## config.mk

```make
export PLATFORM = sky130hd
export DESIGN_NAME = mem_stage
export DESIGN_NICKNAME = d
export VERILOG_FILES = /design/src/rtl/riscv_pkg.sv /design/src/rtl/mem_wb_reg.sv /design/src/rtl/mem_stage.sv
export SDC_FILE = /design/constraint.sdc
export NUM_CORES = 1
export LEC_CHECK = 0
export CAP_MARGIN = 10
export CORE_ASPECT_RATIO = 0.9
export CORE_MARGIN = 2
export CORE_UTILIZATION = 34
export CTS_CLUSTER_SIZE = 28
export DETAILED_ROUTE_END_ITERATION = 16
export GPL_ROUTABILITY_DRIVEN = 0
export PLACE_DENSITY = 0.84
export SLEW_MARGIN = 20
export SYNTH_ARGS = -nofsm -noshare
export SYNTH_HDL_FRONTEND = slang
export SYNTH_HIERARCHICAL = 1
export SYNTH_SLANG_ARGS = --single-unit
export TNS_END_PERCENT = 30
```

## constraint.sdc

```tcl
create_clock -name clk -period 1.52 [get_ports clk]
set_input_delay 0.304 -clock clk [delete_from_list [all_inputs] [get_ports clk]]
set_output_delay 0.304 -clock clk [all_outputs]
set_load 0.05 [all_outputs]
```

## src/rtl/riscv_pkg.sv

```systemverilog
// Shared core definitions: default datapath widths and the MEM-stage FSM state encoding.
package riscv_pkg;

  localparam int DEF_BIT_W  = 32;
  localparam int DEF_ADDR_W = 30;

  typedef enum logic [1:0] {
    MEM_IDLE = 2'd0,
    MEM_BUSY = 2'd1,
    MEM_DONE = 2'd2
  } mem_state_e;

endpackage

```

## src/rtl/mem_wb_reg.sv

```systemverilog
// MEM/WB pipeline register: writeback data, rd and regwr, held while en is low.
module mem_wb_reg #(
  parameter int BIT_W = 32
) (
  input  logic             clk,
  input  logic             rst_n,
  input  logic             en,
  input  logic [BIT_W-1:0] dat_in,
  input  logic [4:0]       rd_in,
  input  logic             regwr_in,
  output logic [BIT_W-1:0] wb_dat,
  output logic [4:0]       wb_rd,
  output logic             wb_regwr
);

  // MEM -> WB boundary
  always_ff @(posedge clk) begin
    if (!rst_n) begin
      wb_dat   <= '0;
      wb_rd    <= '0;
      wb_regwr <= 1'b0;
    end else if (en) begin
      wb_dat   <= dat_in;
      wb_rd    <= rd_in;
      wb_regwr <= regwr_in;
    end
  end

endmodule

```

## src/rtl/mem_stage.sv

```systemverilog
// MEM pipeline stage: D-cache load/store handshake, pipeline hold, MEM/WB register.
// Optional EX-stage forwarding source enabled by defining MEM_STAGE_FWD_EN.
module mem_stage
  import riscv_pkg::*;
#(
  parameter int BIT_W  = DEF_BIT_W,
  parameter int ADDR_W = DEF_ADDR_W
) (
  input  logic              clk,
  input  logic              rst_n,
  input  logic [BIT_W-1:0]  alu_result_in,
  input  logic [BIT_W-1:0]  mem_wdata_in,
  input  logic [4:0]        rd_in,
  input  logic [BIT_W-1:0]  PC_step_in,
  input  logic              memrd_in,
  input  logic              memwr_in,
  input  logic              mem2reg_in,
  input  logic              regwr_in,
  input  logic              jump_in,
  input  logic              stall_in,
  output logic              mem_ren,
  output logic              mem_wen,
  output logic [ADDR_W-1:0] mem_addr,
  output logic [BIT_W-1:0]  mem_wdata,
  input  logic [BIT_W-1:0]  mem_rdata,
  input  logic              mem_stall,
  output logic              stall_out,
  output logic [BIT_W-1:0]  wb_dat,
  output logic [4:0]        wb_rd,
  output logic              wb_regwr,
  output logic              fwd_valid,
  output logic [4:0]        fwd_rd,
  output logic [BIT_W-1:0]  fwd_dat
);

  mem_state_e       state;
  logic [BIT_W-1:0] ld_buf;
  logic             acc;
  logic             req;
  logic [BIT_W-1:0] ld_dat;
  logic [BIT_W-1:0] wb_sel;
  logic             wb_en;

  // DONE never re-issues, so a completed store cannot be written twice while the pipe is held.
  assign acc       = memrd_in | memwr_in;
  assign req       = rst_n & acc & ((state == MEM_IDLE) | (state == MEM_BUSY));
  assign mem_wen   = req & memwr_in;
  assign mem_ren   = req & memrd_in & ~memwr_in;
  assign mem_addr  = alu_result_in[ADDR_W+1:2];
  assign mem_wdata = mem_wdata_in;
  assign stall_out = req & mem_stall;

  always_ff @(posedge clk) begin
    if (!rst_n) begin
      state  <= MEM_IDLE;
      ld_buf <= '0;
    end else begin
      case (state)
        MEM_IDLE, MEM_BUSY: begin
          if (acc) begin
            if (mem_stall) begin
              state <= MEM_BUSY;
            end else begin
              if (!memwr_in) ld_buf <= mem_rdata;
              state <= stall_in ? MEM_DONE : MEM_IDLE;
            end
          end else begin
            state <= MEM_IDLE;
          end
        end
        MEM_DONE: if (!stall_in) state <= MEM_IDLE;
        default:  state <= MEM_IDLE;
      endcase
    end
  end

  // Load data comes straight from the cache on completion, or from the buffer once held in DONE.
  assign ld_dat = (state == MEM_DONE) ? ld_buf : mem_rdata;
  assign wb_sel = mem2reg_in ? ld_dat : (jump_in ? PC_step_in : alu_result_in);
  assign wb_en  = ~(stall_out | stall_in);

  mem_wb_reg #(.BIT_W(BIT_W)) u_mem_wb_reg (
    .clk      (clk),
    .rst_n    (rst_n),
    .en       (wb_en),
    .dat_in   (wb_sel),
    .rd_in    (rd_in),
    .regwr_in (regwr_in),
    .wb_dat   (wb_dat),
    .wb_rd    (wb_rd),
    .wb_regwr (wb_regwr)
  );

`ifdef MEM_STAGE_FWD_EN
  assign fwd_valid = regwr_in & (rd_in != 5'd0) & ~memrd_in;
  assign fwd_rd    = rd_in;
  assign fwd_dat   = jump_in ? PC_step_in : alu_result_in;
`else
  assign fwd_valid = 1'b0;
  assign fwd_rd    = '0;
  assign fwd_dat   = '0;
`endif

endmodule
```

==> key figures, run 1 <==
Synth
  – Post-synthesis area per instance: 8.579 um^2
  – Synth cell types: 24
  – Top_reg_cell synth: dfxtp_1
  – Sequential area share after synthesis: 0.3212
  – Top cell type by total area after synthesis: dfxtp_1
  – Ys Warns: 6
  – Mapped Cells: 523
  – Top cells by area, synth: dfxtp_1 32%, buf_4 18%, mux2i_1 16%
  – Post-Syn Area: 4487 um^2
  – Post-synth EDFFs: 0
  – Flops & latches, synth: 72
  – Post-synth top area share: 0.3212
  – Asr flop ratio synth: 0

Global routing
  – First-pass GRT wire length: 19.08 mm
  – Largest net degree at the start of global routing: 75
  – Final global-route overflow total: 0
  – Number of global-route vias before repair: 3811
  – Initial antenna violation count: 0
  – GRT Total Usage: 0.1646

Final layout
  – Diodes inserted: 0
  – Design area: 7466 um^2
  – Layout Cells excl Fill: 834
  – Most common cell after layout, fill and taps aside: clkdlybuf4s50_1
  – Fill cell count: 1079
  – Fraction of layout cells with a size suffix above 1: 0.2373
  – Synth-to-Final Area Change: 66.40%
  – Most frequent cells in the layout: 103 x clkdlybuf4s50_1, 82 x buf_12, 71 x dfxtp_1, 70 x nor2b_1, 65 x mux2i_1
  – Fin util: 0.5840
  – Final #Nets: 808

Route
  – Drt wl/cell: 15.30 um
  – Via count: 3929
  – Drt via density: 4.711
  – Post-route ant nets: 0
  – DRT iter0 DRCs: 204
  – DRT Pass-1 Iters: 4
  – Detailed Route WL: 12.76 mm
  – Drt drc: 0

Floorplanning
  – Placement row count: 39
  – Die area: 14130 um^2
  – Starting Density: 0.3509
  – I/O pin total: 283
  – Core area: 12780 um^2
  – Vert. Die Dim: 113.0 um
  – Die width: 125.1 um

Setup path
  – Worst Path Class, Setup: reg -> out
  – Crit path required time: 1.22 ns
  – Critical path arrival: 1.26 ns
  – Worst setup SP type: flip-flop
  – Crit Path Max Fanout: 4
  – Worst Setup End Kind: output port

STA
  – Setup WS post-layout: -0.04849 ns
  – Final Slew Violations: 0
  – Min Hold Slack: 0.3298 ns
  – Final-report setup violation count: 2
  – Worst Skew: 0.008626 ns
  – Max Clk Rate: 637.6 MHz
  – RSZ-0062 raised after global routing: yes
  – Minimum clock period: 1.568 ns
  – Period Utilization, post-route: 1.032
  – Final hold vios: 0

Placement
  – Area post-placement: 6848 um^2
  – Post-DP HPWL: 8.961 mm
  – Port Buffers: 180
  – DP Cell Count: 807

Clocking
  – Clock Tree Root: clkbuf_16
  – Clock latency on the worst-skew pair: 0.33 ns
  – TritonCTS Buffers: 9
  – Clock tree from TritonCTS: yes
  – Max clock buf depth: 2
  – Clock sink count: 72
  – Hold_buf cts: 0
  – Clk slew on worst S/H paths: 0.06 ns
  – # H-tree levels: 3

Outcome
  – Violated checks: setup timing
  – Run status: finished, violations left

Job
  – Max-Cap Viols: 0

Power and ir drop
  – Leakage: 3.168 nW
  – Power Density: 919.5 nW/um^2
  – Worst IR drop on VDD: 0.4821 mV

Min path
  – Hold/Removal Path Class: in -> reg
-- per-stage QoR --
stage	setup TNS (ns)	worst slack [ns]	total power [mW]
after floorplan	-11.52	-0.3549	3.568
after global placement	-19.65	-0.3374	4.233
after detailed placement	-20.02	-0.3632	4.265
after CTS	-0.09549	-0.05279	6.831
after global routing	-0.7574	-0.09647	7.111
final	-0.07866	-0.04849	6.865
-- timing repair --
| item | in CTS | in global routing |
|---|---|---|
| buffers inserted | 2 | 6 |
| endpoints found under the setup margin | 21 | 27 |
| gates resized for setup | 4 | 14 |
| gates cloned | 0 | 7 |
| pin swaps | 2 | 14 |
-- cell type report --
cell class,count,area [um^2],area share
multi-input combinational,348,2292,0.3070
tap,164,205.2,0.02748
sequential,72,1445,0.1936
clock inverter,4,98.84,0.01324
timing repair buffer,235,3161,0.4233
clock buffer,11,264.0,0.03536
-- state kept, by name, summed over array words and instances, names as in the netlist --
register               count
ld_buf                    32
u_mem_wb_reg/wb_dat       32
u_mem_wb_reg/wb_rd         5
u_mem_wb_reg/wb_regwr      1
state                      2
-- critical path: stages (launching register included) --
cell and delay (ns):
dfxtp_4 0.37, nor4bb_4 0.29, buf_4 0.17, buf_12 0.12
-- path summary, 6_finish.rpt --
path                            slack (ns)                      end  startpoint  cells past startpoint
worst max register to register           0  u_mem_wb_reg/wb_dat[16]    state[1]                      7
worst min register to register        0.45               ld_buf[29]  ld_buf[29]                      2
worst max-delay path                 -0.05                stall_out    state[1]                      3
worst min-delay path                  0.33                 state[1]       rst_n                      2
-- where the power goes --
group          switching (mW)  total (mW)  internal, mW
sequential              0.102        2.10          2.00
combinational            1.14        2.22          1.09
clock                   0.804        2.55          1.74
total                    2.04        6.87          4.82
-- synthesized netlist by cell type (2+ instances only) --
cell type / count
buf_4: 105
dfxtp_1: 72
mux2i_1: 70
nor2b_1: 70
a211oi_1: 32
a21oi_1: 32
nand2_1: 32
nand3_1: 32
o21ai_0: 27
clkbuf_1: 20
buf_2: 7
o21ai_1: 5
clkbuf_2: 3
nor4bb_1: 3
buf_1: 2
buf_12: 2
nor2_1: 2
-- per-layer routing --
layer	track usage	wire, um
met3	0.05626	970
met1	0.1973	5336
met4	0.05185	218
met5	0	0
met2	0.2793	6234
-- cells by family after synthesis --
| group | after synthesis | synth area share |
|---|---|---|
| buf+inv | 140 | 0.2167 |
| other cells | 1 | 0.0008358 |
| simple gates | 143 | 0.1785 |
| flops | 72 | 0.3212 |
| compound gates | 97 | 0.1266 |
| mux | 70 | 0.1562 |
(Power assumes the default switching activity.)
==> run 2: changes to the inputs <==
--- a/config.mk
+++ b/config.mk
@@ -7,12 +7,11 @@
 export LEC_CHECK = 0
 export CAP_MARGIN = 10
 export CORE_ASPECT_RATIO = 0.9
-export CORE_MARGIN = 2
-export CORE_UTILIZATION = 34
+export CORE_UTILIZATION = 25
 export CTS_CLUSTER_SIZE = 28
 export DETAILED_ROUTE_END_ITERATION = 16
 export GPL_ROUTABILITY_DRIVEN = 0
-export PLACE_DENSITY = 0.84
+export PLACE_DENSITY = 0.67
 export SLEW_MARGIN = 20
 export SYNTH_ARGS = -nofsm -noshare
 export SYNTH_HDL_FRONTEND = slang
==> run 2 against run 1 <==
Net effect:
- the flow still finishes with violations (setup timing)
- worst hold slack better by 0.12 ns
- sequential power hardly changed
- cell area hardly changed
- fmax is 0.84% higher
- total power is 1.7% lower
- sequential cell count stayed put
- clock skew is 0.0019 ns lower
- global-route usage is 3.2 points lower
- highest routed layer unchanged
- via count is 0.79% lower
- non-clock buffer count is 1 lower
- register-to-register slack better by 0.06 ns
- clock power is 3% lower
- critical endpoint unchanged
==> key figures, run 2 (synthesized netlist as in run 1, its figures left out) <==
Outcome
  – Run status: finished, violations left
  – Violated checks: setup timing

Setup path
  – CP cell instances: nor4bb_4 -> buf_4 -> buf_12
  – Worst Setup End Kind: output port
  – Worst Path Class, Setup: reg -> out
  – Crit path required time: 1.22 ns (about the same)
  – CP max-delay cell: dfxtp_4
  – Critical path arrival: 1.25 ns (about the same)
  – Crit path largest cell delay: 0.36 ns (about the same)
  – Largest delay share family, worst path: flip-flops
  – Crit Path Max Fanout: 4 (unchanged)
  – Worst setup SP type: flip-flop
  – CP Buf/Inv Count: 2 (unchanged)

STA
  – Worst Skew: 0.006756 ns (-0.001871 ns)
  – Final-report setup violation count: 1 (-1)
  – Period Utilization, post-route: 1.023 (-0.008615)
  – Final hold vios: 0 (unchanged)
  – Max Clk Rate: 642.9 MHz (+0.84%)
  – Final Slew Violations: 0 (unchanged)
  – RSZ-0062 raised after global routing: yes
  – Setup WS post-layout: -0.03540 ns (+0.01309 ns)
  – Minimum clock period: 1.555 ns (-0.01309 ns)

Placement
  – Port Buffers: 180 (unchanged)
  – DP Cell Count: 887 (+9.9%)
  – Post-Place Worst Slack: -0.3868 ns (-0.02354 ns)
  – Post-DP HPWL: 9.086 mm (+1.4%)

Floorplanning
  – Die width: 143.2 um (+14%)
  – I/O pin total: 283 (unchanged)
  – Starting Density: 0.2548 (-0.09619)
  – Die area: 18490 um^2 (+31%)
  – Core area: 17610 um^2 (+38%)
  – Vert. Die Dim: 129.1 um (+14%)
  – Placement row count: 46 (+18%)

Final layout
  – Fraction of layout cells with a size suffix above 1: 0.2328 (-0.004478)
  – Layout Cells excl Fill: 910 (+9.1%)
  – Multi-input logic area: 2300 um^2 (+0.33%)
  – Synth-to-Final Area Change: 66.37% (about the same)
  – Diodes inserted: 0 (unchanged)
  – Final #Nets: 807 (-0.12%)
  – Fill cell count: 1743 (+62%)
  – Most frequent cells in the layout: 103 x clkdlybuf4s50_1, 82 x buf_12, 71 x dfxtp_1, 70 x nor2b_1, 66 x mux2i_1
  – Seq. cell area: 1445 um^2 (unchanged)
  – Most common cell after layout, fill and taps aside: clkdlybuf4s50_1
  – Biggest regs: ld_buf (32), u_mem_wb_reg/wb_dat (32), u_mem_wb_reg/wb_rd (5)

Power and ir drop
  – Worst IR drop on VDD: 0.5114 mV (+6.1%)
  – Leakage: 3.122 nW (-1.5%)
  – Power Density: 904.2 nW/um^2 (-1.7%)
  – Final Power: 6.750 mW (-1.7%)

Clocking
  – Clock tree from TritonCTS: yes
  – Hold_buf cts: 0 (unchanged)
  – TritonCTS Buffers: 9 (unchanged)
  – Clk slew on worst S/H paths: 0.06 ns (about the same)
  – Clock Tree Root: clkbuf_16
  – Max clock buf depth: 2 (unchanged)
  – Clock sink count: 72 (unchanged)
  – Clock latency on the worst-skew pair: 0.33 ns (about the same)
  – # H-tree levels: 3 (unchanged)

Route
  – Drt wl/cell: 14.66 um (-4.2%)
  – Detailed Route WL: 13.34 mm (+4.6%)
  – Met2 WL: 6.378 mm (+2.3%)
  – Via count: 3898 (-0.79%)
  – DRT iter0 DRCs: 147 (-28%)
  – DRT Pass-1 Iters: 6 (+2)
  – Drt via density: 4.284 (-9.1%)
  – Drt drc: 0 (unchanged)
  – Routed met1 length: 5.828 mm (+9.2%)
  – Post-route ant nets: 0 (unchanged)
  – Top Layer Used: met4
  – Met3 routed WL: 1.016 mm (+4.7%)

Global routing
  – First-pass GRT wire length: 18.93 mm (-0.80%)
  – Number of global-route vias before repair: 3647 (-4.3%)
  – GRT Total Usage: 0.1325 (-0.03207)
  – Initial antenna violation count: 0 (unchanged)
  – Final global-route overflow total: 0 (unchanged)
  – Largest net degree at the start of global routing: 95 (+27%)

Min path
  – Hold/Removal Path Class: in -> reg

Job
  – Max-Cap Viols: 0 (unchanged)
==> run 2: worst register-to-register path, cell delays in order (launching register included) <==
cell      delay (ns)
dfxtp_4         0.36
buf_4           0.16
nand2b_4        0.09
buf_12          0.19
mux2i_4         0.27
a21oi_1         0.09
mux2i_1         0.14
nor2b_1         0.06
==> run 2: report_power, final <==
group | switching [mW] | total (mW) | leakage [nW] | internal, mW
Clock | 0.819 | 2.47 | 0.170 | 1.65
Sequential | 0.0992 | 2.10 | 0.590 | 2.00
Combinational | 1.13 | 2.19 | 2.36 | 1.06
Total | 2.05 | 6.75 | 3.12 | 4.70
==> run 2: path summary, 6_finish.rpt <==
| kind | start | depth (start not counted) | slack [ns] | end |
|---|---|---|---|---|
| max reg2reg | state[1] | 7 | 0.06 | u_mem_wb_reg/wb_dat[20] |
| min | rst_n | 3 | 0.45 | u_mem_wb_reg/wb_dat[2] |
| min reg2reg | ld_buf[4] | 2 | 0.45 | ld_buf[4] |
| max | state[1] | 3 | -0.04 | stall_out |
==> run 2: final cells by class <==
cell class,instances,share of cell area
Tap cell,240,0.04023
Timing Repair Buffer,234,0.4117
Clock buffer,11,0.03252
Clock inverter,5,0.01391
Multi-Input combinational cell,348,0.3081
Sequential cell,72,0.1936
==> run 2: timing repair <==
action,4_1_cts,5_1_grt
pin swaps,2,3
hold endpoints to repair,0,0
buffers inserted,2,2
cloned,0,3
gates resized for setup,7,13
setup endpoints to repair,27,15
==> run 2: stage by stage <==
step	cell area (um^2)	utilization	TNS (ns)	hold WS [ns]
finish	7465	0.4238	-0.03540	0.4475
CTS	7366	0.4182	-0.05679	0.4315
floorplan	4661	-	-11.52	0.4277
global placement	6988	0.3968	-20.34	0.4348
global route	7465	0.4238	-0.2509	0.4588
detailed placement	6988	0.3968	-22.15	0.4420
==> run 2: metal layers <==
layer  track usage  vias up
met2        0.2267      142
met4       0.03692        0
met5             0        -
met3       0.05358       15
li1              -     1938
met1        0.1525     1803
